### src/rtl/tx_frame_sender.sv
// tx_frame_sender: reads length-prefixed frames from a 4096 x 16 TX buffer
// RAM and transmits them on GMII as preamble, SFD and payload, followed by an
// inter-frame gap.
//
// Host/buffer pointer protocol: the host owns mem_wr_ptr and advances it past
// every word it has written; this block owns mem_rd_ptr and advances it only
// after a frame has been fully transmitted (or flushes it to mem_wr_ptr on a
// bad length word). Words between the two pointers are readable; everything
// else belongs to the host.
module tx_frame_sender #(
    parameter int IFG_BYTES = 12,
    parameter int MIN_LEN   = 64,
    parameter int MAX_LEN   = 1518
) (
    input  logic        sys_clk,
    input  logic        sys_rst,
    input  logic        tx_enable,
    input  logic [11:0] mem_wr_ptr,
    output logic [11:0] mem_rd_ptr,
    output logic [11:0] mem_rd_addr,
    input  logic [15:0] mem_rd_data,
    output logic [7:0]  gmii_txd,
    output logic        gmii_tx_en,
    output logic [15:0] frame_cnt,
    output logic        err_len,
    output logic [2:0]  dbg_state
);

    localparam logic [2:0] S_IDLE  = 3'd0;
    localparam logic [2:0] S_LEN   = 3'd1;
    localparam logic [2:0] S_CHECK = 3'd2;
    localparam logic [2:0] S_PRE   = 3'd3;
    localparam logic [2:0] S_DATA  = 3'd4;
    localparam logic [2:0] S_IFG   = 3'd5;

    localparam logic [10:0] MIN_L    = 11'(MIN_LEN);
    localparam logic [10:0] MAX_L    = 11'(MAX_LEN);
    localparam logic [15:0] IFG_LAST = 16'(IFG_BYTES - 1);

    logic [2:0]  state;
    logic        len_phase;   // LEN spends one cycle waiting for RAM latency
    logic [10:0] len_q;
    logic [2:0]  pre_cnt;
    logic [10:0] byte_idx;
    logic [15:0] ifg_cnt;

    logic [11:0] avail;
    logic [11:0] words_needed;
    logic        start_ok;
    logic        len_bad;
    logic [7:0]  cur_byte;

    // Occupancy, frame size in words and the byte lane of the current word
    always_comb begin
        avail        = mem_wr_ptr - mem_rd_ptr;
        start_ok     = tx_enable && (avail != 12'd0);
        words_needed = 12'd1 + (({1'b0, len_q} + 12'd1) >> 1);
        len_bad      = (len_q < MIN_L) || (len_q > MAX_L);
        cur_byte     = byte_idx[0] ? mem_rd_data[15:8] : mem_rd_data[7:0];
    end

    assign dbg_state = state;

    // Frame sequencer: all outputs are registered here
    always_ff @(posedge sys_clk or posedge sys_rst) begin
        if (sys_rst) begin
            state       <= S_IDLE;
            len_phase   <= 1'b0;
            len_q       <= 11'd0;
            pre_cnt     <= 3'd0;
            byte_idx    <= 11'd0;
            ifg_cnt     <= 16'd0;
            mem_rd_ptr  <= 12'd0;
            mem_rd_addr <= 12'd0;
            gmii_txd    <= 8'h00;
            gmii_tx_en  <= 1'b0;
            frame_cnt   <= 16'd0;
            err_len     <= 1'b0;
        end else begin
            err_len <= 1'b0;
            case (state)
                S_IDLE: begin
                    if (start_ok) begin
                        state       <= S_LEN;
                        len_phase   <= 1'b0;
                        mem_rd_addr <= mem_rd_ptr;
                    end
                end
                S_LEN: begin
                    if (!len_phase) begin
                        len_phase <= 1'b1;
                    end else begin
                        len_q <= mem_rd_data[10:0];
                        state <= S_CHECK;
                    end
                end
                S_CHECK: begin
                    if (len_bad) begin
                        // Buffer contents can no longer be trusted: drop all of it
                        err_len    <= 1'b1;
                        mem_rd_ptr <= mem_wr_ptr;
                        state      <= S_IDLE;
                    end else if (avail >= words_needed) begin
                        gmii_tx_en <= 1'b1;
                        gmii_txd   <= 8'h55;
                        pre_cnt    <= 3'd1;
                        state      <= S_PRE;
                    end
                end
                S_PRE: begin
                    if (pre_cnt == 3'd7) begin
                        gmii_txd <= 8'hD5;
                        byte_idx <= 11'd0;
                        state    <= S_DATA;
                    end else begin
                        gmii_txd <= 8'h55;
                        pre_cnt  <= pre_cnt + 3'd1;
                        // Two cycles ahead of the first payload byte
                        if (pre_cnt == 3'd6) begin
                            mem_rd_addr <= mem_rd_ptr + 12'd1;
                        end
                    end
                end
                S_DATA: begin
                    if (byte_idx == len_q) begin
                        gmii_tx_en <= 1'b0;
                        gmii_txd   <= 8'h00;
                        mem_rd_ptr <= mem_rd_ptr + words_needed;
                        frame_cnt  <= frame_cnt + 16'd1;
                        ifg_cnt    <= 16'd0;
                        state      <= S_IFG;
                    end else begin
                        gmii_txd <= cur_byte;
                        byte_idx <= byte_idx + 11'd1;
                        // Sending a low byte: request the next word now so it
                        // lands right after the matching high byte goes out
                        if (!byte_idx[0]) begin
                            mem_rd_addr <= mem_rd_addr + 12'd1;
                        end
                    end
                end
                S_IFG: begin
                    if (ifg_cnt == IFG_LAST) begin
                        // Start decision folded into the last gap cycle so the
                        // back-to-back gap stays at IFG_BYTES+3
                        if (start_ok) begin
                            state       <= S_LEN;
                            len_phase   <= 1'b0;
                            mem_rd_addr <= mem_rd_ptr;
                        end else begin
                            state <= S_IDLE;
                        end
                    end else begin
                        ifg_cnt <= ifg_cnt + 16'd1;
                    end
                end
                default: state <= S_IDLE;
            endcase
        end
    end

endmodule

### config.mk
export PLATFORM = sky130hd
export DESIGN_NAME = tx_frame_sender
export DESIGN_NICKNAME = d
export VERILOG_FILES = /design/src/rtl/tx_frame_sender.sv
export SDC_FILE = /design/constraint.sdc
export NUM_CORES = 1
export LEC_CHECK = 0
export ABC_AREA = 1
export BUFFER_PORTS_ARGS = -buffer_cell sky130_fd_sc_hd__buf_2
export CAP_MARGIN = 20
export CORE_MARGIN = 4
export CORE_UTILIZATION = 30
export DETAILED_ROUTE_END_ITERATION = 16
export GPL_ROUTABILITY_DRIVEN = 0
export SLEW_MARGIN = 5
export SYNTH_ARGS = -nofsm -noshare
export SYNTH_HDL_FRONTEND = slang
export SYNTH_SLANG_ARGS = --single-unit
### constraint.sdc
create_clock -name sys_clk -period 7.2 [get_ports sys_clk]
set_input_delay 0.72 -clock sys_clk [delete_from_list [all_inputs] [get_ports sys_clk]]
set_output_delay 0.72 -clock sys_clk [all_outputs]
set_load 0.01 [all_outputs]
# [Yosys cells after proc, flatten, opt, wreduce, memory -nomap -nowiden]
# Index checks and enable logic that the tools add are counted.
[word_totals] reg_bits=95 inputBits=31 elab_cells=114
[op_classes] add_sub_neg=10 magnitude_cmp=3 n_eq_ne=23 muxes=44 reduce_logical=22
[ops] operator="two-way mux 12 bit" count=8
[ops] operator="one-hot mux 12 bit (4 select lines)" count=1
[ops] operator="two-way mux 8 bit" count=5
[ops] operator="adder 16 x 1 -> 16 bit, second input constant" count=2
[ops] operator="two-way mux 16 bit" count=2
[ops] operator="one-hot mux 16 bit (2 select lines)" count=1
[ops] operator="two-way mux 3 bit" count=10
[ops] operator="inequality test 2 bit, second input constant" count=13
[ops] operator="adder 12 x 1 -> 12 bit, second input constant" count=2
[ops] operator="one-hot mux 12 bit (2 select lines)" count=1
[ops] operator="one-hot mux 8 bit (3 select lines)" count=1
[ops] operator="two-way mux 11 bit" count=2
[ops] operator="one-hot mux 11 bit (2 select lines)" count=1
[ops] operator="one-hot mux 3 bit (6 select lines)" count=1
[ops] operator="== test 16 x 4 -> 1 bit, second input constant" count=1
[ops] operator="adder 1 x 11 -> 12 bit, first input constant" count=1
[ops] operator="adder 11 x 1 -> 12 bit, second input constant" count=1
[ops] operator="adder 12 bit" count=1
[ops] operator="== test 3 bit, second input constant" count=4
[ops] operator=">= comparator 12 bit" count=1
[ops] operator="AND reduction 3 bit" count=4
[ops] operator="AND reduction 6 bit" count=2
[ops] operator="nonzero test 12 bit" count=1
[ops] operator="subtractor 12 bit" count=1
[ops] operator="20 further kinds" count=35

# [Longest topological paths before layout]
[logic_depth] depth_word=6 ltp_mapped=25 mapped_depth_nobuf=24

# [Worst setup path before layout]
# No wires, ideal clock.
[synth_timing] path_kind="input -> register" startpoint="input port mem_wr_ptr[0]" endpoint="register gmii_txd[0]" t_arrival_ns=3.060 required_time_ns=7.072 path_slack_ns=4.012 cell_stages=19 n_path_buf=1 path_cell_list="inv_1 ha_1 fa_1 inv_1 nand3_1 nand2_1 nand2_1 nand3_1 nand2_1 ha_1 nand4_1 or3_1 nand3_1 nand2_1 nand2_1 o21ai_1 buf_2 nand2_1 o21ai_0"
[synth_between] elab_chain_cells=4
[synth_lines] item="start, declared" line="18" source="input logic [11:0] mem_wr_ptr,"
[synth_lines] item="subtractor 12 bit" line="55" source="avail = mem_wr_ptr - mem_rd_ptr;"
[synth_lines] item=">= comparator 12 bit" line="103" source="end else if (avail >= words_needed) begin"
[synth_lines] item="inequality test 2 bit (no source line)"
[synth_lines] item="AND reduction 3 bit (no source line)"
[synth_lines] item="end signal, assigned" line="133" source="gmii_txd <= cur_byte;"
[synth_lines] item="end, declared" line="22" source="output logic [7:0] gmii_txd,"
# Every way passes these cells.
# A chain may end at the register's enable or synchronous reset.

# [Worst setup path in the final report]
[layout_timing] startpoint="register len_q[0]" endpoint="register gmii_txd[2]"
[layout_between] elab_chain_cells=5 word_cells_on_any_way=12
[layout_lines] item="start, declared" line="42" source="logic [10:0] len_q;"
[layout_lines] item="start signal, assigned" line="93" source="len_q <= mem_rd_data[10:0];"
[layout_lines] item="adder 11 x 1 -> 12 bit" line="57" source="words_needed = 12'd1 + (({1'b0, len_q} + 12'd1) >> 1);"
[layout_lines] item="adder 1 x 11 -> 12 bit" line="57"
[layout_lines] item=">= comparator 12 bit" line="103"
[layout_lines] item="inequality test 2 bit (no source line)"
[layout_lines] item="AND reduction 3 bit (no source line)"
# Parallel ways exist; a longest one is shown, timed or not.

==> summary.txt <==
Timing
  – Worst path setup slack after routing: 3.40 ns
  – Slew HR: 0.338
  – Slew Viols, Final: 0
  – Unrepaired setup endpoints after global routing: no
  – Post-route worst hold slack: 0.275 ns
  – Final count of negative-setup-slack endpoints: 0
  – Maximum clock frequency: 0.263 GHz
  – Setup TNS after final layout: 0 ns
  – Final Hold Violating Endpoints: 0
  – Measured slew at the worst slew-check pin: between 0.9 and 1 ns
  – Portion of the clock cycle consumed by the worst path in the final layout: 0.528
  – Clock skew after layout: 0.0109 ns
  – Final min period: roughly 3.8 ns

Yosys
  – Post-Syn Instances: ~1.1k
  – Most used flip-flop cell after synthesis: sky130_fd_sc_hd__dfrtp_1
  – Post-Synthesis Cell Area: 7450 µm²
  – Number of register bits inferred by synthesis: 95
  – Avg Cell Area, Syn: between 6 and 7 µm²
  – Part of the Yosys area used for sequential elements: 0.319
  – YS warnings: 0
  – Number of flops mapped to enable cells by yosys: 0
  – Number of unique standard cell types used by synthesis: 49
  – Async SR Flop Fraction: 1.00
  – Synth Net Count: around 1.1k

Drt
  – Total DRC errors in the routed layout: 0
  – DRT Wirelength: 20.8 mm
  – Detailed-routing iteration count for the pre-antenna-repair pass: 5
  – DR vias: 7057
  – Routed length per instance: 14.2 µm
  – Post-DR vias/cell: 4.82
  – Violation count after the first detailed-route iteration: 424
  – Post-detailed-route count of antenna-violating nets: 0

Global routing
  – Global-route congestion overflow total: 0
  – Wire length of the first global-routing pass: 34.8 mm
  – Number of antenna violations at the first check in global routing: 0
  – Maximum number of pins on one net before global-route repair: 79
  – Global-route total usage across every layer: 0.153
  – Via count of the first global-routing pass: 6846

Finish
  – Final layout net count: 1212
  – Most common cell after layout, fill and taps aside: sky130_fd_sc_hd__nand2_1
  – Highest-count cells in the layout ignoring fill and taps: sky130_fd_sc_hd__nand2_1 (300), sky130_fd_sc_hd__inv_1 (142), sky130_fd_sc_hd__dfrtp_1 (95)
  – Area growth syn-to-layout: 13.5%
  – Layout cell share with drive strength beyond 1: 0.128
  – Cell Count, Final, Fillers Out: roughly 1.5k
  – Number of antenna diodes: 0

Clock tree
  – Root buffer cell: sky130_fd_sc_hd__clkbuf_16
  – Number of buffers added for setup after CTS: 0
  – Insertion delay of the later-clocked pin in the worst-skew pair: 0.37 ns
  – Number of CTS-inserted buffers: 9
  – Clock transition at path regs: roughly 0.080 ns
  – Worst-case clock buffer depth: 2
  – CTS H-tree depth: 3
  – Resized cells post-CTS: 0
  – Post-CTS Hold Buffers: 0
  – Clock sinks: between 90 and 100
  – CTS tree: done

Placement
  – Minimum setup slack after placement: ~3.4 ns
  – Port buffer count: 83
  – DP HPWL: 16.2 mm
  – Instance count after placement with tap cells included: between 1k and 1.5k

Floorplan
  – Die height: 166 µm
  – Num rows: 57
  – Num ports: 84
  – Effective utilization at floorplan: 0.306
  – Die Area: 27400 µm²
  – Die Width: ~170 µm
  – Core area: 24400 µm²

Setup path
  – Critical Path Start Type: register
  – Required time of the worst setup path: 7.41 ns
  – Worst path arrival time: 4.01 ns
  – WS Path Type: reg2reg
  – Nature of the critical path endpoint: register
  – Peak fanout along the critical path: 12

Job
  – Max-capacitance violation count: 0

Worst hold path
  – Type of the most critical hold path: in2async

Run status
  – Result of the run: complete, no violations

Pwr
  – Maximum vdd drop: approximately 0.00013 V
  – Pwr Total: 3.73 mW
  – Static power due to leakage: 4.19 nW
  – Power density cells: between 400 and 500 nW/µm²
## cells by family after synthesis
family                     after synthesis  synth area share
buffers and inverters                  178            0.0984
and+or+nand+nor                        547             0.327
AOI/OAI and AO/OA                      140             0.105
xor gates and xnor gates                55            0.0646
DFF                                     95             0.319
adders and majority gates               45            0.0776
other                                    1          0.000503
muxes                                    5           0.00705
## metrics by stage
stage	util	cell area, µm²
finish	0.347	8460
global route	0.347	8460
CTS	0.346	8440
detailed placement	0.333	8120
global placement	0.333	8120
floorplan	-	7450
## where the power goes
part           switching (mW)  leakage (nW)  internal [mW]  total [mW]
Sequential              0.198          1.21          0.692       0.891
Combinational            1.50          2.82          0.818        2.32
Clock                   0.264         0.154          0.254       0.518
## metal layers
layer | wire length [µm] | vias up | GRT usage
li1 | - | 3635 | -
met1 | 10200 | 3247 | 0.217
met2 | 9160 | 152 | 0.239
met3 | 927 | 23 | 0.0226
met4 | 493 | 0 | 0.0513
met5 | 0 | - | 0
## synth_stat cells (2+ instances only)
library cell               instances  area share
sky130_fd_sc_hd__nor3_1           19       0.013
sky130_fd_sc_hd__xnor2_1          12       0.014
sky130_fd_sc_hd__buf_4             4      0.0040
sky130_fd_sc_hd__a21oi_1          33       0.022
sky130_fd_sc_hd__nor2_1           92       0.046
sky130_fd_sc_hd__nor4_4            2      0.0057
sky130_fd_sc_hd__nor2_2            3      0.0025
sky130_fd_sc_hd__a31oi_1           6      0.0050
sky130_fd_sc_hd__o21ai_1          11      0.0074
sky130_fd_sc_hd__o22ai_1          11      0.0092
sky130_fd_sc_hd__dfrtp_1          95        0.32
sky130_fd_sc_hd__buf_6             5      0.0076
sky130_fd_sc_hd__o21a_1            3      0.0030
sky130_fd_sc_hd__fa_1              2      0.0054
sky130_fd_sc_hd__nand3_1          55       0.037
sky130_fd_sc_hd__buf_2             7      0.0047
sky130_fd_sc_hd__nor2_4            2      0.0030
sky130_fd_sc_hd__or2_2             5      0.0042
sky130_fd_sc_hd__ha_1             43       0.072
sky130_fd_sc_hd__xor2_1           43       0.051
sky130_fd_sc_hd__nand2_2           7      0.0059
sky130_fd_sc_hd__nand3_2           4      0.0054
sky130_fd_sc_hd__o21ai_0          58       0.039
sky130_fd_sc_hd__nor4_2            2      0.0034
sky130_fd_sc_hd__o31ai_1           2      0.0020
sky130_fd_sc_hd__inv_2             7      0.0035
sky130_fd_sc_hd__nor3b_1           2      0.0020
sky130_fd_sc_hd__mux2i_1           3      0.0040
sky130_fd_sc_hd__o21ai_2           3      0.0035
sky130_fd_sc_hd__clkbuf_1          8      0.0040
sky130_fd_sc_hd__o211ai_1          9      0.0091
sky130_fd_sc_hd__nor4_1           12       0.010
sky130_fd_sc_hd__nand2_1         300        0.15
sky130_fd_sc_hd__nor3_2            2      0.0027
sky130_fd_sc_hd__inv_1           143       0.072
sky130_fd_sc_hd__mux2_2            2      0.0030
sky130_fd_sc_hd__nand4_1          37       0.031
## final cells by class
class	instances	area, µm²
multi-input combinational	793	4340
clock inverter	7	93.8
sequential	95	2380
clock buffer	9	225
tap	324	405
inverter	152	576
fill	2663	15900
timing repair buffer	85	443
## registers in the layout, summed over array words and instances (netlist names)
signal       cells
len_q           11
gmii_txd         8
gmii_tx_en       1
byte_idx        11
mem_rd_addr     12
ifg_cnt         16
mem_rd_ptr      12
dbg_state        3
err_len          1
pre_cnt          3
len_phase        1
frame_cnt       16
## final timing paths
kind	slack (ns)	cells after the start	start	endpoint
max	3.40	21	len_q[0]$_DFFE_PP0P_	gmii_txd[2]$_DFFE_PP0P_
min in group sys_clk	0.50	2	gmii_txd[4]$_DFFE_PP0P_	gmii_txd[4]$_DFFE_PP0P_
max in group asynchronous	5.86	4	sys_rst	mem_rd_ptr[0]$_DFFE_PP0P_
min reg2reg	0.50	2	gmii_txd[4]$_DFFE_PP0P_	gmii_txd[4]$_DFFE_PP0P_
min	0.27	2	sys_rst	ifg_cnt[14]$_DFFE_PP0P_
max reg2reg	3.40	21	len_q[0]$_DFFE_PP0P_	gmii_txd[2]$_DFFE_PP0P_
## critical path, cell delays in order (launching register included)
cell	delay (ns)
sky130_fd_sc_hd__dfrtp_1	0.44
sky130_fd_sc_hd__ha_1	0.21
sky130_fd_sc_hd__nand2_1	0.06
sky130_fd_sc_hd__nor2_1	0.15
sky130_fd_sc_hd__inv_1	0.05
sky130_fd_sc_hd__nor2_1	0.17
sky130_fd_sc_hd__nand2_1	0.09
sky130_fd_sc_hd__xor2_1	0.30
sky130_fd_sc_hd__nor2_1	0.09
sky130_fd_sc_hd__nand2_1	0.08
sky130_fd_sc_hd__nor2_1	0.05
sky130_fd_sc_hd__xnor2_1	0.25
sky130_fd_sc_hd__ha_1	0.30
sky130_fd_sc_hd__a21oi_1	0.15
sky130_fd_sc_hd__nor2_1	0.05
sky130_fd_sc_hd__nor3b_1	0.17
sky130_fd_sc_hd__o21a_1	0.14
sky130_fd_sc_hd__nand3_1	0.10
sky130_fd_sc_hd__nand2_1	0.08
sky130_fd_sc_hd__nand2_1	0.06
sky130_fd_sc_hd__o21ai_1	0.44
sky130_fd_sc_hd__o21ai_0	0.19
Note: power is estimated with default switching activity, not from simulation.
